[config.mk]
export PLATFORM = sky130hd
export DESIGN_NAME = uart_rx_cfg_module
export DESIGN_NICKNAME = d
export VERILOG_FILES = /design/src/rtl/uart_rx_cfg_module.sv
export SDC_FILE = /design/constraint.sdc
export NUM_CORES = 1
export LEC_CHECK = 0
export BUFFER_PORTS_ARGS = -buffer_cell sky130_fd_sc_hd__clkbuf_2
export CAP_MARGIN = 20
export CORE_MARGIN = 4
export CORE_UTILIZATION = 44
export CTS_CLUSTER_DIAMETER = 80
export CTS_CLUSTER_SIZE = 40
export DETAILED_ROUTE_END_ITERATION = 12
export SETUP_SLACK_MARGIN = 0.4
export SYNTH_ARGS = -nofsm -noshare
export SYNTH_HDL_FRONTEND = slang
export SYNTH_SLANG_ARGS = --single-unit
[constraint.sdc]
create_clock -name clk -period 6.15 [get_ports clk]
set_input_delay 1.23 -clock clk [delete_from_list [all_inputs] [get_ports clk]]
set_output_delay 1.23 -clock clk [all_outputs]
set_load 0.05 [all_outputs]
[src/rtl/uart_rx_cfg_module.sv]
// Configurable UART receiver (5..9 data bits, none/even/odd parity, 1/2 stop bits)
// feeding a circular buffer that a downstream parser can pop up to N words from per cycle.
module uart_rx_cfg_module #(
  parameter int unsigned CLK_MHZ   = 50,
  parameter int unsigned BAUDRATE  = 9600,
  parameter int unsigned DATA_BITS = 8,
  parameter int unsigned PARITY    = 0,
  parameter int unsigned STOP_BITS = 1,
  parameter int unsigned DEPTH     = 4,
  parameter int unsigned N         = 4
) (
  input  logic                             clk,
  input  logic                             rstn,
  input  logic                             rx,
  output logic [N-1:0][DATA_BITS-1:0]      data,
  input  logic [$clog2(N+1)-1:0]           pop,
  output logic [$clog2(N+1)-1:0]           can_pop,
  output logic                             parity_err,
  output logic                             frame_err,
  output logic                             overrun
);

  localparam int unsigned SCALE = CLK_MHZ * 1_000_000 / BAUDRATE;
  localparam int unsigned CW    = $clog2(SCALE);
  localparam int unsigned KW    = $clog2(DATA_BITS);
  localparam int unsigned PW    = $clog2(N + 1);
  localparam int unsigned NW    = $clog2(DEPTH + 1);
  localparam int unsigned AW    = (DEPTH > 1) ? $clog2(DEPTH) : 1;

  typedef enum logic [2:0] {S_IDLE, S_START, S_DATA, S_PAR, S_STOP, S_BREAK} state_t;

  state_t               state, state_n;
  logic                 rx_m, rx_s;
  logic [CW-1:0]        cnt, cnt_n;
  logic [KW-1:0]        bit_k, bit_k_n;
  logic [DATA_BITS-1:0] sh, sh_n;
  logic                 par_q, par_n;
  logic                 stop_k, stop_k_n;
  logic                 ferr_q, ferr_n;
  logic                 push_c, ferr_c, perr_c, ovr_c;
  logic                 f_c, p_c;
  logic                 push_q;
  logic [DATA_BITS-1:0] word_q;

  logic [DATA_BITS-1:0]          mem [DEPTH];
  logic [AW-1:0]                 rd_ptr, wr_ptr, rd_n, wr_n, idx;
  logic [NW-1:0]                 count, count_n;
  logic [PW-1:0]                 pop_eff, can_pop_n;
  logic [N-1:0][DATA_BITS-1:0]   data_n;
  logic                          full;

  function automatic logic [AW-1:0] wrap_add(input logic [AW-1:0] p, input int unsigned inc);
    int unsigned s;
    s = 32'(p) + inc;
    return AW'(s % DEPTH);
  endfunction

  assign full = (count == NW'(DEPTH));

  // Frame FSM: next state, bit assembly and commit decision
  always_comb begin
    state_n  = state;
    cnt_n    = cnt;
    bit_k_n  = bit_k;
    sh_n     = sh;
    par_n    = par_q;
    stop_k_n = stop_k;
    ferr_n   = ferr_q;
    push_c   = 1'b0;
    ferr_c   = 1'b0;
    perr_c   = 1'b0;
    ovr_c    = 1'b0;
    f_c      = 1'b0;
    p_c      = 1'b0;
    case (state)
      S_IDLE: begin
        if (!rx_s) begin
          state_n = S_START;
          cnt_n   = CW'(SCALE / 2 - 1);
        end
      end
      S_START: begin
        if (cnt == '0) begin
          if (rx_s) begin
            state_n = S_IDLE;
          end else begin
            state_n = S_DATA;
            cnt_n   = CW'(SCALE - 1);
            bit_k_n = '0;
          end
        end else begin
          cnt_n = cnt - CW'(1);
        end
      end
      S_DATA: begin
        if (cnt == '0) begin
          sh_n  = {rx_s, sh[DATA_BITS-1:1]};
          cnt_n = CW'(SCALE - 1);
          if (bit_k == KW'(DATA_BITS - 1)) begin
            state_n  = (PARITY != 0) ? S_PAR : S_STOP;
            stop_k_n = 1'b0;
            ferr_n   = 1'b0;
          end else begin
            bit_k_n = bit_k + KW'(1);
          end
        end else begin
          cnt_n = cnt - CW'(1);
        end
      end
      S_PAR: begin
        if (cnt == '0) begin
          par_n    = rx_s;
          cnt_n    = CW'(SCALE - 1);
          state_n  = S_STOP;
          stop_k_n = 1'b0;
          ferr_n   = 1'b0;
        end else begin
          cnt_n = cnt - CW'(1);
        end
      end
      S_STOP: begin
        if (cnt == '0) begin
          cnt_n = CW'(SCALE - 1);
          if (stop_k == 1'(STOP_BITS - 1)) begin
            // commit point: frame error beats parity beats overrun beats push
            f_c     = ferr_q | ~rx_s;
            p_c     = (PARITY != 0) && ((^{sh, par_q}) != (PARITY == 2));
            ferr_c  = f_c;
            perr_c  = !f_c && p_c;
            ovr_c   = !f_c && !p_c && full;
            push_c  = !f_c && !p_c && !full;
            state_n = rx_s ? S_IDLE : S_BREAK;
          end else begin
            ferr_n   = ferr_q | ~rx_s;
            stop_k_n = 1'b1;
          end
        end else begin
          cnt_n = cnt - CW'(1);
        end
      end
      S_BREAK: begin
        if (rx_s) state_n = S_IDLE;
      end
      default: state_n = S_IDLE;
    endcase
  end

  // Synchroniser, FSM state and registered result pulses
  always_ff @(posedge clk) begin
    if (!rstn) begin
      rx_m       <= 1'b1;
      rx_s       <= 1'b1;
      state      <= S_IDLE;
      cnt        <= '0;
      bit_k      <= '0;
      sh         <= '0;
      par_q      <= 1'b0;
      stop_k     <= 1'b0;
      ferr_q     <= 1'b0;
      push_q     <= 1'b0;
      word_q     <= '0;
      frame_err  <= 1'b0;
      parity_err <= 1'b0;
      overrun    <= 1'b0;
    end else begin
      rx_m       <= rx;
      rx_s       <= rx_m;
      state      <= state_n;
      cnt        <= cnt_n;
      bit_k      <= bit_k_n;
      sh         <= sh_n;
      par_q      <= par_n;
      stop_k     <= stop_k_n;
      ferr_q     <= ferr_n;
      push_q     <= push_c;
      if (push_c) word_q <= sh;
      frame_err  <= ferr_c;
      parity_err <= perr_c;
      overrun    <= ovr_c;
    end
  end

  // Buffer next state; an over-sized pop request is dropped entirely
  always_comb begin
    pop_eff   = (pop <= can_pop) ? pop : '0;
    count_n   = count + NW'(push_q) - NW'(pop_eff);
    rd_n      = wrap_add(rd_ptr, 32'(pop_eff));
    wr_n      = push_q ? wrap_add(wr_ptr, 1) : wr_ptr;
    can_pop_n = (count_n > NW'(N)) ? PW'(N) : PW'(count_n);
    data_n    = '0;
    idx       = '0;
    for (int unsigned i = 0; i < N; i++) begin
      idx = wrap_add(rd_n, i);
      if (i < 32'(count_n)) begin
        data_n[i] = (push_q && (idx == wr_ptr)) ? word_q : mem[idx];
      end
    end
  end

  always_ff @(posedge clk) begin
    if (!rstn) begin
      rd_ptr  <= '0;
      wr_ptr  <= '0;
      count   <= '0;
      can_pop <= '0;
      data    <= '0;
    end else begin
      rd_ptr  <= rd_n;
      wr_ptr  <= wr_n;
      count   <= count_n;
      can_pop <= can_pop_n;
      data    <= data_n;
    end
  end

  // Storage needs no reset: entries are only visible once counted
  always_ff @(posedge clk) begin
    if (rstn && push_q) mem[wr_ptr] <= word_q;
  end

endmodule

==> results of run 1 <==
## sequential cells by signal, summed over array words and instances (netlist names), 2 cells and up
name     cells
wr_ptr       2
word_q       8
mem         32
rd_ptr       2
state        3
count        3
bit_k        3
can_pop      3
cnt         13
sh           8
data        32
## path summary, 6_finish.rpt
kind	endpoint	slack, ns	cells past startpoint
worst min-delay path	rx_s	0.42	1
worst max register to register	data[4]	2.33	12
worst min register to register	rx_s	0.42	1
worst max-delay path	data[4]	1.77	12
## report_power, final
part | switching (mW) | internal [mW] | total (mW)
logic | 0.919 | 0.522 | 1.44
registers | 0.0473 | 0.880 | 0.927
clock network | 0.326 | 0.631 | 0.956
total | 1.29 | 2.03 | 3.32
## final cells by class
cell class,instances,share of cell area (%)
repair buffers,46,3.954
well taps,147,2.935
multi-input cells,362,40.97
inverters,18,1.078
flip-flops and latches,115,41.85
clock buffers,21,7.029
clock inverters,11,2.177
## metal layers
layer | global-route usage [%] | wire length [µm] | vias up
met1 | 22.35 | 5461 | 1868
met5 | 0 | 0 | -
met2 | 28.37 | 5556 | 78
met4 | 6.155 | 139 | 0
met3 | 4.833 | 483 | 12
li1 | - | - | 1991
## stage by stage
step,hold WS [ns],cells
floorplan,0.3863,521
global placement,0.4254,687
detailed placement,0.4118,688
CTS,0.4176,720
global route,0.4345,720
finish,0.4160,720
## synth_stat cells, types with 6 or more instances
cell type and instances:
nor2_1 53, and2_1 8, ha_1 13, nand3_1 22, a211o_1 16, a21oi_1 32
mux2i_1 68, dfxtp_1 83, or3_1 8, edfxtp_1 32, nand2_1 19, buf_2 7
o21ai_0 11, and3_1 6, o22ai_1 33, clkbuf_1 14, inv_1 18, nor3_1 7
nand2b_1 6
## cell families after synthesis
kind of cell,after synthesis
adder cells (fa/ha/maj),14
buffers and inverters,44
multiplexers,72
flip-flops,115
XOR/XNOR,10
AO/OA/AOI/OAI,120
AND/OR/NAND/NOR,145
other,1
==> results by stage, run 1 <==
Clock tree:
- Hold repair after CTS inserted 0 buffers.
- The number of CTS-inserted buffers is 17.
- Clock tree synthesis found a total of 115 sinks.
- The clock root buffer is clkbuf_16.
- The CTS tree is yes.
- The post-cts sizing count is 0.
- The clock reaches the later pin of the worst-skew pair after 0.41 ns.
- Clock-pin slew was measured on the worst setup and hold paths at 0.05 ns.
- The clock passes through at most 2 buffers.
- The H-tree depth is 4.
- The number of setup buffers added after CTS is 0.

Timing:
- The share of the cycle needed by the critical path after routing is 71.25%.
- Across the routed clock network, the largest skew measured is 0.01098 ns.
- The smallest clock period supported by the final layout is computed as 4.382 ns.
- The final number of setup-violating endpoints is 0.
- The total count of hold-check failures in the final report is 0.
- Static timing analysis puts the maximum clock frequency at 228.2 MHz.
- The final-report max-slew violation count is 0.
- The setup total negative slack is 0 ns.
- The slew of the pin with the lowest slew margin is 1.096 ns.
- The final worst-path setup slack is 1.768 ns.
- Setup repair after global routing left no endpoint under its margin.
- The worst slew slack as a fraction of its limit is 26.91%.

Logic synthesis:
- The post-synthesis share of cell area spent on xor and xnor gates is 2.051%.
- The fraction of the mapped netlist area in adder cells is 3.403%.
- The cell count after synthesis is 521.
- A synthesized cell averages 10.30 µm².
- The register area share after synthesis is 48.86%.
- The number of library cell types mapped by synthesis is 57.
- In the synthesized netlist the dominant register cell turns out to be dfxtp_1.
- The cell type with the highest aggregate area in the netlist is dfxtp_1.
- The multiplexer share of the synthesized area is 13.61%.
- After synthesis, the largest area contributor takes up 30.96% of total cell area.
- The number of nets in the synthesized netlist is 541.
- The number of synthesized flops with an enable pin is 32.
- After synthesis, the cell types taking the most area are dfxtp_1, edfxtp_1, mux2i_1.
- Of all flip-flops after synthesis, the portion carrying an async set or reset was 0%.
- The fraction of the mapped netlist area in simple logic gates is 13.96%.
- In this run the cell area of the synthesized design comes to 0.005368 mm².
- The synthesis-stage register bit count is 115.
- Summing the areas of all compound-gate instances in the mapped netlist gives 14.73% of the synthesized area.
- Yosys printed 0 warnings.
- After synthesis, the largest family of logic cells by area is compound AO/OA/AOI/OAI gates.

Detailed routing:
- For this run, design rule violations remaining after detail routing come to 0.
- The total wire length after detailed routing is 11.64 mm.
- The first-iteration detailed-routing DRC count is 228.
- The number of search-and-repair iterations in the first detailed-routing pass is 4.
- The number of routed nets with antenna violations is 0.
- The routed via count divided by cell count is 5.485.
- The detailed-route via count is 3,949.
- After detailed routing, the average wire length per cell comes to 16.17 µm.

Floorplan:
- The total number of placement rows is 40.
- The I/O pin count is 44.
- In this run the horizontal extent of the chip is 118.5 µm.
- Once the floorplan was initialized, standard cells occupied 44.87% of the core.
- The area of the die is 0.01403 mm².
- The die boundary height is 118.5 µm.
- The area inside the core boundary is 0.01196 mm².

Global route:
- The initial antenna violation count came to 0.
- The wire length of the first global-routing pass is 19.77 mm.
- The overall routing resource usage is 17.45%.
- The total overflow reported by the global router is 0.
- The via count of the first global-routing pass is 3,859.
- Entering global routing, the biggest net connects 34 pins.

Setup path:
- The category of the most critical setup path is in2reg.
- The number of buffers and inverters on the critical path is 1.
- The slowest stage of the critical path belongs to the cell o31ai_1.
- The worst setup path is captured at a flop.
- The kind of cell adding the most delay to the critical path is compound AO/OA/AOI/OAI gates.
- The kind of launch point of the worst setup path is an input port.
- Traced cell by cell, the critical path runs through clkbuf_2 -> ha_1 -> nand3_1 -> o21ai_0 -> o21ai_2 -> ha_1 -> fa_1 -> xor2_1 -> xnor2_1 -> xnor2_1 -> o31ai_1 -> nor2_1.
- The signal arrival time at the worst endpoint is 4.64 ns.
- The data required time of the worst path is 6.41 ns.
- The critical register-to-register path startpoint is can_pop[1].
- The largest single stage delay on the critical path is 0.86 ns.
- In this run the worst path has a maximum fanout of 8.
- The critical path starts at pop[1].

Finish:
- The post-layout instance area is 0.006266 mm².
- The proportion of layout cells with a drive suffix above 1 is 16.23%.
- After filler insertion, the fill cell instance count of the layout stands at 1,055.
- The library cell used most frequently in the layout, excluding fill and tap cells, is dfxtp_1.
- Summing all multi-input logic gate instances after layout gives 0.002567 mm².
- For this run, the post-layout net count is 580.
- The area growth from synthesis to layout is 16.74%.
- The area taken by flip-flops and latches is 0.002623 mm².
- Once layout is complete, the utilization of the core stands at 52.38%.
- The repair_antennas step left the layout with diodes totalling 0.
- The top cell types in the final layout, fill and taps aside, are dfxtp_1, mux2i_1, nor2_1.

Placement:
- Detailed placement ended at an HPWL of 8.390 mm.
- OpenSTA, run right after detailed placement, puts the worst setup slack at 1.304 ns.
- Once placement finished, the instance area stood at 0.005689 mm².
- During placement, the flow inserted port buffers numbering 42.
- The congestion estimate from routability-driven global placement came to 0.8610.

Pwr:
- The peak ir drop on the vdd network is 197.0 µV.
- After layout, the design draws a total of 3.325 mW.
- The areal power density over the cells is 530.6 mW/mm².
- The analysis attributes to cell leakage a power of 2.588 nW.

Outcome:
- The flow ran to the end, and the final reports show no timing, DRC or antenna violations.

Worst hold path:
- The worst hold path begins at rx_m.
- The worst min-delay path category is reg2reg.

Job:
- Across the run, the number of max-cap violations was 0.
(Power assumes the default switching activity.)
==> run 2, diff against run 1 <==
- clock period: 6.15 -> 4.55 ns (I/O delays scaled with it)
==> run 2 against run 1 <==
Via count up 0.51%. Final area up 1.0%. Sequential share of layout area decreased by 0.42 points. Die area did not move. Clock-buffer cell count grew 3. Highest routed layer unchanged. Non-clock buffer count up 6. Hold slack better by 0.012 ns. Sequential cell count unchanged. Power grew 38%. Sequential power up 35%.
==> results by stage, run 2 (synthesis results as in run 1) <==
Timing:
- The worst-case clock skew is 0.005492 ns (-0.005491 ns).
- The setup total negative slack is 0 ns (unchanged).
- The top achievable clock speed is 271.1 MHz.
- The final-report max-slew violation count is 0 (unchanged).
- The final number of setup-violating endpoints came to 0 (unchanged).
- The slew of the pin with the lowest slew margin is 0.7016 ns (-0.3948 ns).
- Setup repair after global routing left no endpoint under its margin.
- The total count of hold-check failures in the final report came to 0 (unchanged).
- The worst path in the final design needs a cycle of 3.689 ns, including I/O delays and setup.
- The worst slew slack as a fraction of its limit was 52.91% (+26 points).
- The share of the cycle needed by the critical path after routing is 81.08%.
- The worst hold slack is 0.4283 ns (+0.01229 ns).

Clock tree:
- The H-tree depth came to 4 (unchanged).
- The number of sinks handled by clock tree synthesis was 115 (unchanged).
- The number of setup buffers added after CTS is 0 (unchanged).
- The number of CTS-inserted buffers is 17 (unchanged).
- The CTS tree is yes.
- Clock tree synthesis selected as its root buffer the cell clkbuf_16.
- The maximum clock insertion buffer count is 2 (unchanged).
- The clock latency on the worst-skew pair is 0.41 ns (about the same).
- The CTS clock-pin slew for the worst setup and hold paths is 0.05 ns (about the same).

Global route:
- The met2 capacity usage during global routing is 28.26% (-0.11 points).
- The largest net degree at the start of global routing came to 34 (unchanged).
- The global routing met3 resource utilization is 6.172% (+1.3 points).
- The via count of the first global-routing pass is 3,873 (+0.36%).
- The overall routing resource usage is 17.21% (-0.24 points).
- The global routing usage on met1 was 21.38% (-0.96 points).
- The wire length of the first global-routing pass is 19.42 mm (-1.7%).
- The layer flagged by global routing as most heavily used is met2.
- The initial antenna violation count is 0 (unchanged).
- The total overflow reported by the global router is 0 (unchanged).

Pwr:
- The design internal power was 2.797 mW (+38%).
- The switching part of the total power was 38.84% (about the same).
- The power dissipated by switching net loads was 1.776 mW (+38%).
- The share of power burned in combinational logic was 43.7% (+0.3 points).
- The peak ir drop on the vdd network is 267.9 µV (+36%).
- The areal power density over the cells came to 722.6 mW/mm² (+36%).
- The share of power burned in the clock network is 28.9% (about the same).
- The share of total power in sequential cells came to 27.3% (-0.6 points).
- The total leakage power was 2.632 nW (+1.7%).

Floorplan:
- The area inside the core boundary was 0.01196 mm² (unchanged).
- The I/O pin count is 44 (unchanged).
- The horizontal extent of the die came to 118.5 µm (unchanged).
- The total number of placement rows is 40 (unchanged).
- The area of the die is 0.01403 mm² (unchanged).
- The initial cell density of the core is 44.87% (unchanged).
- The die boundary height was 118.5 µm (unchanged).

Setup path:
- The delay of the slowest cell on the worst path came to 0.61 ns (-0.25 ns).
- Traced cell by cell, the critical path runs through clkbuf_2 -> ha_1 -> nand3_1 -> o21ai_0 -> o21ai_0 -> or2_2 -> nand2_1 -> ha_1 -> fa_1 -> xor2_1 -> xnor2_1 -> xnor2_1 -> o21ai_1 -> nor2_1.
- The internal reg-to-reg setup slack is 1.11 ns (-1.22 ns).
- The signal arrival time at the worst endpoint is 3.95 ns (-0.69 ns).
- For this design, the slowest cell found on the critical path is o21ai_1.
- The worst-case reg-to-reg path depth is 14 (+2).
- The terminus of the critical flop-to-flop path is data[22].
- The critical path is of the in2reg type.
- STA classifies the critical path startpoint as an input port.
- The data required time of the worst path is 4.81 ns (-1.60 ns).
- In this run the critical register-to-register path is launched from can_pop[1].
- The kind of capture point of the worst setup path is a flop.
- The most critical setup path has its startpoint at pop[1].
- The top fanout value on the critical path came to 8 (unchanged).

Worst hold path:
- The origin of the worst min-delay path is rx_m.
- The hold path depth came to 1 (unchanged).
- The worst min-delay path category is reg2reg.
- The end point of the worst hold path is rx_s.

Finish:
- The most frequent standard cell in the layout excluding fill and tap cells is dfxtp_1.
- The final cell count without fillers is 726 (+0.83%).
- The largest registers in the layout are data (32), mem (32), cnt (13).
- The antenna diode count is 0 (unchanged).
- The library cells used most frequently in the layout, excluding fill and tap cells, are dfxtp_1, mux2i_1, nor2_1.
- The final net count was 586 (+1.0%).
- Relative to the synthesized area, the layout overhead comes to 17.93%.
- The utilization after layout was 52.92% (+0.53 points).
- The proportion of layout cells with a drive suffix above 1 came to 17.62% (+1.4 points).

Detailed routing:
- The detailed-route via count is 3,969 (+0.51%).
- The number of search-and-repair iterations in the first detailed-routing pass came to 4 (unchanged).
- The number of routed nets with antenna violations is 0 (unchanged).
- The first-iteration detailed-routing DRC count is 139 (-39%).
- The routed via count divided by cell count is 5.467 (-0.32%).
- The total wire length after detailed routing came to 11.69 mm (+0.44%).
- The count of unresolved DRC violations after routing is 0 (unchanged).
- The post-detailed-route wirelength per cell is 16.10 µm (-0.39%).

Placement:
- The instance count after placement with tap cells included came to 693 (+0.73%).
- The global placer's final weighted congestion is 0.8004 (-7.0%).
- The half-perimeter wire length after detailed placement is 8.402 mm (+0.14%).
- The count of input and output buffers is 42 (unchanged).

Job:
- The count of max-cap constraint violations is 0 (unchanged).

Outcome:
- The flow ran to the end, and the final reports show no timing, DRC or antenna violations.
-- run 2: layer usage --
| layer | vias to the layer above | routed length [µm] |
|---|---|---|
| met4 | 0 | 135 |
| met3 | 10 | 419 |
| li1 | 2005 | - |
| met1 | 1891 | 5272 |
| met5 | - | 0 |
| met2 | 63 | 5863 |
-- run 2: worst max-delay path: cells and delay by family --
family                   cells  cell delay, ns
adder cells (fa/ha/maj)      3            0.88
buffers and inverters        1            0.10
AND/OR/NAND/NOR              4            0.44
AO/OA/AOI/OAI                3            1.09
XOR/XNOR                     3            0.52
-- run 2: power by group through the flow --
stage | clock network, mW | registers [mW] | logic [mW]
global placement | 0 | 1.27 | 1.95
detailed placement | 0 | 1.27 | 1.99
global route | 1.40 | 1.26 | 2.18
CTS | 1.35 | 1.25 | 2.00
floorplan | 0 | 1.59 | 1.23
finish | 1.32 | 1.25 | 2.00
-- run 2: area by class of cell --
type | instances | area (µm²)
clock inverter | 8 | 96.34
fill | 1064 | 5632
clock buffer | 24 | 503.0
timing repair buffer | 52 | 289.0
sequential | 115 | 2623
inverter | 18 | 67.56
multi-input combinational | 362 | 2567
tap | 147 | 183.9
-- run 2: worst max path at each step --
stage / endpoint / slack, ns
5_1_grt: data[26] / 0.53
3_3_place_gp: data[21] / 0.37
2_1_floorplan: data[0] / 0.74
6_report: data[22] / 0.86
3_5_place_dp: data[23] / 0.15
4_1_cts: data[23] / 0.57
-- run 2: per-stage QoR --
| step | setup slack (ns) | power, mW | instance area, µm² |
|---|---|---|---|
| 3_3_place_gp | 0.3673 | 3.220 | 5719 |
| 3_5_place_dp | 0.1466 | 3.262 | 5719 |
| 2_1_floorplan | 0.7368 | 2.819 | 5368 |
| 5_1_grt | 0.5263 | 4.850 | 6330 |
| 4_1_cts | 0.5727 | 4.601 | 6319 |
| 6_report | 0.8607 | 4.574 | 6330 |
-- run 2: timing repair --
item | in CTS | in global routing
endpoints found under the setup margin | 0 | 8
resized for setup | 0 | 1
hold buffers | 0 | 0
